## config.mk

```make
export PLATFORM = sky130hd
export DESIGN_NAME = trace_capture
export DESIGN_NICKNAME = d
export VERILOG_FILES = /design/src/rtl/trace_pkg.sv /design/src/rtl/trace_fifo.sv /design/src/rtl/trace_capture.sv
export SDC_FILE = /design/constraint.sdc
export NUM_CORES = 2
export LEC_CHECK = 0
export CORE_ASPECT_RATIO = 1.4
export CORE_MARGIN = 3
export CORE_UTILIZATION = 40
export CTS_BUF_LIST = sky130_fd_sc_hd__clkbuf_2
export CTS_CLUSTER_SIZE = 12
export DETAILED_ROUTE_END_ITERATION = 10
export PLACE_DENSITY_LB_ADDON = 0.08
export RECOVER_POWER = 50
export SKIP_CTS_REPAIR_TIMING = 1
export SLEW_MARGIN = 20
export SYNTH_ARGS = -nofsm -noshare
export SYNTH_HDL_FRONTEND = slang
export SYNTH_HIERARCHICAL = 1
export SYNTH_SLANG_ARGS = --single-unit
```

## constraint.sdc

```tcl
create_clock -name clk -period 38.6 [get_ports clk]
set_input_delay 7.72 -clock clk [delete_from_list [all_inputs] [get_ports clk]]
set_output_delay 7.72 -clock clk [all_outputs]
set_load 0.1 [all_outputs]
```

## src/rtl/trace_pkg.sv

```systemverilog
// Shared state encoding and entry sizing for the trace capture block.
package trace_pkg;

   typedef enum logic [1:0] {
      ST_IDLE    = 2'd0,
      ST_ARMED   = 2'd1,
      ST_CAPTURE = 2'd2,
      ST_DONE    = 2'd3
   } state_t;

   localparam int OVF_W = 8;

   // Entry layout is {cycle stamp, change mask, probe snapshot}.
   function automatic int entry_w(input int cycle_w, input int channels, input int data_w);
      return cycle_w + channels + channels * data_w;
   endfunction

endpackage

```

## src/rtl/trace_fifo.sv

```systemverilog
// Trace buffer: DEPTH x WIDTH FIFO with wrap-bit pointers; a pop frees room for a same-cycle push when full.
module trace_fifo #(
   parameter int DEPTH = 16,
   parameter int WIDTH = 8
) (
   input  logic                     clk,
   input  logic                     rst,
   input  logic                     clear,
   input  logic                     push,
   input  logic                     pop,
   input  logic [WIDTH-1:0]         din,
   output logic [WIDTH-1:0]         dout,
   output logic                     full,
   output logic                     empty,
   output logic [$clog2(DEPTH):0]   level,
   output logic                     pushed
);
   localparam int AW = $clog2(DEPTH);
   localparam logic [AW:0] PTR_ONE = {{AW{1'b0}}, 1'b1};

   logic [AW:0]      wr_ptr_r;
   logic [AW:0]      rd_ptr_r;
   logic [WIDTH-1:0] mem_r [DEPTH];
   logic             pop_ok_s;

   assign empty    = (wr_ptr_r == rd_ptr_r);
   assign full     = (wr_ptr_r[AW-1:0] == rd_ptr_r[AW-1:0]) && (wr_ptr_r[AW] != rd_ptr_r[AW]);
   assign level    = wr_ptr_r - rd_ptr_r;
   assign pop_ok_s = pop && !empty && !clear;
   assign pushed   = push && !clear && (!full || pop_ok_s);

   // Pointer update; clear flushes the buffer
   always_ff @(posedge clk or negedge rst) begin
      if (!rst) begin
         wr_ptr_r <= {(AW+1){1'b0}};
         rd_ptr_r <= {(AW+1){1'b0}};
      end else if (clear) begin
         wr_ptr_r <= {(AW+1){1'b0}};
         rd_ptr_r <= {(AW+1){1'b0}};
      end else begin
         if (pushed)   wr_ptr_r <= wr_ptr_r + PTR_ONE;
         if (pop_ok_s) rd_ptr_r <= rd_ptr_r + PTR_ONE;
      end
   end

   // Entry storage
   always_ff @(posedge clk) begin
      if (pushed) mem_r[wr_ptr_r[AW-1:0]] <= din;
   end

   // Head entry, forced to zero when nothing is stored
   always_comb begin
      if (empty) dout = {WIDTH{1'b0}};
      else       dout = mem_r[rd_ptr_r[AW-1:0]];
   end

endmodule

```

## src/rtl/trace_capture.sv

```systemverilog
// Trace capture: logs probe-bus changes with a cycle stamp into a drainable FIFO.
// Defining TRACE_TRIGGER_EN adds the trig_value port, the ARMED state and post-trigger count to DONE.
module trace_capture
   import trace_pkg::*;
#(
   parameter int DATA_W   = 32,
   parameter int CHANNELS = 5,
   parameter int DEPTH    = 16,
   parameter int CYCLE_W  = 8,
   parameter int POST_CNT = 8
) (
   input  logic                         clk,
   input  logic                         rst,
   input  logic                         en,
   input  logic                         clear,
   input  logic [CHANNELS*DATA_W-1:0]   ch_data,
   output logic                         out_valid,
   input  logic                         out_ready,
   output logic [CYCLE_W-1:0]           out_cycle,
   output logic [CHANNELS-1:0]          out_mask,
   output logic [CHANNELS*DATA_W-1:0]   out_data,
   output logic [$clog2(DEPTH):0]       level,
   output logic [OVF_W-1:0]             overflow_cnt,
   output logic                         busy
`ifdef TRACE_TRIGGER_EN
   ,
   input  logic [DATA_W-1:0]            trig_value
`endif
);
   localparam int ENTRY_W = entry_w(CYCLE_W, CHANNELS, DATA_W);
   localparam logic [CYCLE_W-1:0] CYC_ONE = {{(CYCLE_W-1){1'b0}}, 1'b1};
`ifdef TRACE_TRIGGER_EN
   localparam state_t START_ST = ST_ARMED;
`else
   localparam state_t START_ST = ST_CAPTURE;
`endif

   state_t                       state_r;
   state_t                       next_state_s;
   logic [CYCLE_W-1:0]           cycle_r;
   logic [CHANNELS*DATA_W-1:0]   prev_r;
   logic                         first_r;
   logic                         busy_r;
   logic [OVF_W-1:0]             ovf_r;
   logic [CHANNELS-1:0]          diff_s;
   logic [CHANNELS-1:0]          mask_s;
   logic                         force_s;
   logic                         push_s;
   logic                         pushed_s;
   logic                         full_s;
   logic                         empty_s;
   logic                         trig_hit_s;
   logic                         post_done_s;
   logic [ENTRY_W-1:0]           head_s;

`ifdef TRACE_TRIGGER_EN
   localparam logic [15:0] POST_LIM = 16'(POST_CNT);
   logic [15:0] post_cnt_r;
   logic [15:0] post_total_s;

   assign trig_hit_s   = (state_r == ST_ARMED) && (ch_data[DATA_W-1:0] == trig_value);
   assign post_total_s = post_cnt_r + {15'd0, pushed_s};
   assign post_done_s  = (post_total_s >= POST_LIM);

   // Accepted pushes since the trigger; dropped entries do not count
   always_ff @(posedge clk or negedge rst) begin
      if (!rst)                              post_cnt_r <= 16'd0;
      else if (clear || state_r == ST_IDLE)  post_cnt_r <= 16'd0;
      else                                   post_cnt_r <= post_total_s;
   end
`else
   assign trig_hit_s  = 1'b0;
   assign post_done_s = 1'b0;
`endif

   // State register plus flags derived from the transition
   always_ff @(posedge clk or negedge rst) begin
      if (!rst) begin
         state_r <= ST_IDLE;
         first_r <= 1'b0;
         busy_r  <= 1'b0;
      end else begin
         state_r <= next_state_s;
         first_r <= (state_r == ST_IDLE) && (next_state_s == ST_CAPTURE);
         busy_r  <= (next_state_s == ST_ARMED) || (next_state_s == ST_CAPTURE);
      end
   end

   // Next-state logic; clear wins over everything
   always_comb begin
      next_state_s = state_r;
      if (clear) begin
         next_state_s = ST_IDLE;
      end else begin
         case (state_r)
            ST_IDLE:    if (en) next_state_s = START_ST; else next_state_s = ST_IDLE;
            ST_ARMED:   if (trig_hit_s) next_state_s = post_done_s ? ST_DONE : ST_CAPTURE;
                        else next_state_s = ST_ARMED;
            ST_CAPTURE: if (post_done_s) next_state_s = ST_DONE; else next_state_s = ST_CAPTURE;
            ST_DONE:    next_state_s = ST_DONE;
            default:    next_state_s = ST_IDLE;
         endcase
      end
   end

   // Change detection and push decision
   always_comb begin
      diff_s = {CHANNELS{1'b0}};
      for (int i = 0; i < CHANNELS; i++) begin
         diff_s[i] = (ch_data[i*DATA_W +: DATA_W] != prev_r[i*DATA_W +: DATA_W]);
      end
      force_s = trig_hit_s || ((state_r == ST_CAPTURE) && first_r);
      if (force_s) mask_s = {CHANNELS{1'b1}};
      else         mask_s = diff_s;
      if (clear) push_s = 1'b0;
      else       push_s = force_s || ((state_r == ST_CAPTURE) && (|diff_s));
   end

   // Free-running cycle stamp
   always_ff @(posedge clk or negedge rst) begin
      if (!rst)       cycle_r <= {CYCLE_W{1'b0}};
      else if (clear) cycle_r <= {CYCLE_W{1'b0}};
      else            cycle_r <= cycle_r + CYC_ONE;
   end

   // Previous probe snapshot, tracked while armed or capturing
   always_ff @(posedge clk or negedge rst) begin
      if (!rst)                                             prev_r <= {(CHANNELS*DATA_W){1'b0}};
      else if (clear)                                       prev_r <= {(CHANNELS*DATA_W){1'b0}};
      else if (state_r == ST_ARMED || state_r == ST_CAPTURE) prev_r <= ch_data;
      else                                                  prev_r <= prev_r;
   end

   // Saturating count of entries lost to a full buffer
   always_ff @(posedge clk or negedge rst) begin
      if (!rst)                                             ovf_r <= 8'd0;
      else if (clear)                                       ovf_r <= 8'd0;
      else if (push_s && full_s && !pushed_s && ovf_r != 8'hFF) ovf_r <= ovf_r + 8'd1;
      else                                                  ovf_r <= ovf_r;
   end

   trace_fifo #(
      .DEPTH (DEPTH),
      .WIDTH (ENTRY_W)
   ) u_fifo (
      .clk    (clk),
      .rst    (rst),
      .clear  (clear),
      .push   (push_s),
      .pop    (out_ready),
      .din    ({cycle_r, mask_s, ch_data}),
      .dout   (head_s),
      .full   (full_s),
      .empty  (empty_s),
      .level  (level),
      .pushed (pushed_s)
   );

   assign out_valid                         = !empty_s;
   assign {out_cycle, out_mask, out_data}   = head_s;
   assign overflow_cnt                      = ovf_r;
   assign busy                              = busy_r;

endmodule

```

==> out/metrics.cfg <==
[sta]
rsz0062_at_grt = no
fin_setup_tns_ns = 0
setup_viol = 0
period_needed_ns = 16.56
slew_viol_final = 392
fin_crit_sh = 0.4289
worstMarginPinSlew_ns = 4.807
maxSlewHeadroom = -2.205
hold_viol = 0
skew_ns = 0.1931
fmax_mhz = 60.40

[yosys]
yosysSeqAreaShare = 0.7644
synthCells = 5520
netlist_area_um2 = 115000
synth_nets = 5702
synth_flop_cell = edfxtp_1
async_flop_share = 0.06423
synth_cell_types = 42
synth_edf_count = 2768
synth.avg_cell_area_um2 = 20.83
ys_ff_latch = 2958
yosys_warnings = 6

[finish]
final.fill_count = 25140
drive_gt1_frac = 0.2874
syn2layout_area_growth_pct = 12.63
layout_common_cells = edfxtp_1, clkbuf_2, mux4_2, nand2_1, dfrtp_1
nets = 6628
final_common_cell = edfxtp_1

[floorplan]
rows = 232
dieArea_um2 = 294000
die_w_um = 459.1
pin_count = 353
die_h_um = 640.3
core_region_area_um2 = 285600
initial_core_util = 0.4025

[route]
drc = 0
wire_per_inst_um = 29.29
drtIter0Drc = 4286
via_per_inst = 5.418
vias = 58490
drtAntennaViolNets = 0
drtPass1Iterations = 5
routed_wl_mm = 316.2

[setup_path]
crit_fanout = 66
critPathCapture = out_data[52]
cp.required_ns = 30.88
r2r_end = u_fifo/mem_r[7][114]$_DFFE_PP_
rrSetupSlack_ns = 32.31
reg2reg_from = state_r[0]$_DFF_PN0_
worstRegToRegCells = 14
worstSetupPathType = flop to output pin
end_kind = output pin
cp.arrival_ns = 8.84
worstSetupStartpoint = u_fifo/rd_ptr_r[1]$_DFFE_PN0P_
startpoint_type = flop

[clock_network]
cts_root_buf = clkbuf_2
clk_pin_slew_ns = 0.09
clock-sinks = 2958
cts_tree = done
clock_path_buffers = 4
clock_latency_ns = 1.85
htree_levels = 6
cts_buffers = 719

[global_route]
grt_max_degree = 100
grt_pass1_vias = 63710
antenna_found_initial = 77
grt_pass1_wl_mm = 454.2
track_usage = 0.2154
overflow = 0

[outcome]
outcome = complete, but fails checks
violations = capacitance limit, slew limit

[power_and_ir_drop]
powerDensity_nw_per_um2 = 48.84
p_leak_nw = 43.08
peakVddDrop_v = 0.00002666
totalPowerFinal_mw = 6.324

[placed_design]
dpl.hpwl_mm = 163.3
gp_congestion = 0.7093
io_buffers = 352

[flow_run]
maxCapViolations = 7

[min_path]
hold_path.class = flop to flop

-- flip-flops by register name (all words and copies together), names as in the netlist --
signal           flops
u_fifo/wr_ptr_r      5
overflow_cnt         8
first_r              1
u_fifo/mem_r      2768
cycle_r              8
prev_r             160
u_fifo/rd_ptr_r      5
busy                 1
state_r              2
-- final cells by class --
type / count / area, µm² / area share
Antenna cell: 26 / 65.06 / 0.0005025
Clock buffer: 1122 / 5615 / 0.04337
Clock inverter: 177 / 1033 / 0.007982
Inverter: 19 / 78.83 / 0.0006088
Multi-Input combinational cell: 2250 / 25500 / 0.1969
Sequential cell: 2958 / 87890 / 0.6788
Tap cell: 3744 / 4684 / 0.03618
Timing Repair Buffer: 498 / 4617 / 0.03566
-- worst min path at each step --
| stage | startpoint | to | depth (start not counted) |
|---|---|---|---|
| 2_1_floorplan | prev_r[110]$_DFFE_PN0P_ | prev_r[110]$_DFFE_PN0P_ | 2 |
| 3_3_place_gp | overflow_cnt[7]$_DFFE_PN0P_ | overflow_cnt[7]$_DFFE_PN0P_ | 1 |
| 3_5_place_dp | overflow_cnt[7]$_DFFE_PN0P_ | overflow_cnt[7]$_DFFE_PN0P_ | 1 |
| 4_1_cts | overflow_cnt[7]$_DFFE_PN0P_ | overflow_cnt[7]$_DFFE_PN0P_ | 1 |
| 5_1_grt | overflow_cnt[7]$_DFFE_PN0P_ | overflow_cnt[7]$_DFFE_PN0P_ | 1 |
| 6_report | overflow_cnt[7]$_DFFE_PN0P_ | overflow_cnt[7]$_DFFE_PN0P_ | 1 |
-- routing by layer --
metal | wire, µm | share of wire | global-route usage
met1 | 130200 | 0.41 | 0.2790
met2 | 158000 | 0.50 | 0.3609
met3 | 20180 | 0.064 | 0.05379
met4 | 7492 | 0.024 | 0.06120
met5 | 249 | 0.00079 | 0
-- worst max-delay path, cell delays in order, from the launching register on --
cell,delay [ns]
dfrtp_4,0.64
buf_4,0.82
buf_4,0.87
buf_4,0.84
buf_4,0.87
buf_4,0.91
mux4_2,0.37
nand2_1,0.06
nand2_1,0.12
a221o_1,0.26
clkdlybuf4s50_1,1.18
-- per-stage QoR --
stage          worst slack, ns  cell area [µm²]  cells  hold slack (ns)    util
4_1_cts                  21.46           129600  10770           0.5332  0.4536
5_1_grt                  21.37           129400  10780           0.5655  0.4531
3_5_place_dp             23.58           122900   9469           0.5142  0.4303
2_1_floorplan            17.22           115000   5520           0.5062       -
6_report                 22.04           129500  10790           0.5313  0.4533
3_3_place_gp             23.56           123000   9469           0.5139  0.4305
-- cells in the mapped netlist, types with 2 or more instances --
master	instances	area [µm²]
a21o_1	2	15.01
a21oi_1	7	35.03
a221o_1	173	1732
a311o_1	2	20.02
and2_1	2	12.51
and2b_1	8	60.06
and3_1	3	18.77
buf_1	32	120.1
buf_2	88	440.4
buf_4	2	15.01
buf_6	59	664.4
clkbuf_1	112	420.4
dfrtp_1	190	4755
edfxtp_1	2768	83120
ha_1	16	200.2
inv_1	19	71.32
mux2i_1	168	1682
mux4_2	692	15580
nand2_1	535	2008
nand2b_1	8	50.05
nand3_1	10	50.05
nand4_1	16	100.1
nor2_1	198	743.2
nor2b_1	167	1045
nor3_1	6	30.03
nor4_1	41	256.5
o21ai_0	5	25.02
or3_1	4	25.02
xnor2_1	9	78.83
xor2_1	166	1454
-- power by group --
part / internal [mW] / switching [mW]
clock network: 0.845 / 1.25
registers: 3.51 / 0.0106
logic: 0.237 / 0.470
-- cell families after synthesis --
kind of cell,after synthesis,share of synthesized area
compound gates,194,0.01629
xor+xnor,175,0.01333
fa+ha+maj,17,0.001916
buf+inv,312,0.01506
flops,2958,0.7644
mux,860,0.1502
simple gates,1004,0.03881
Power figures use the tool's default switching activity.
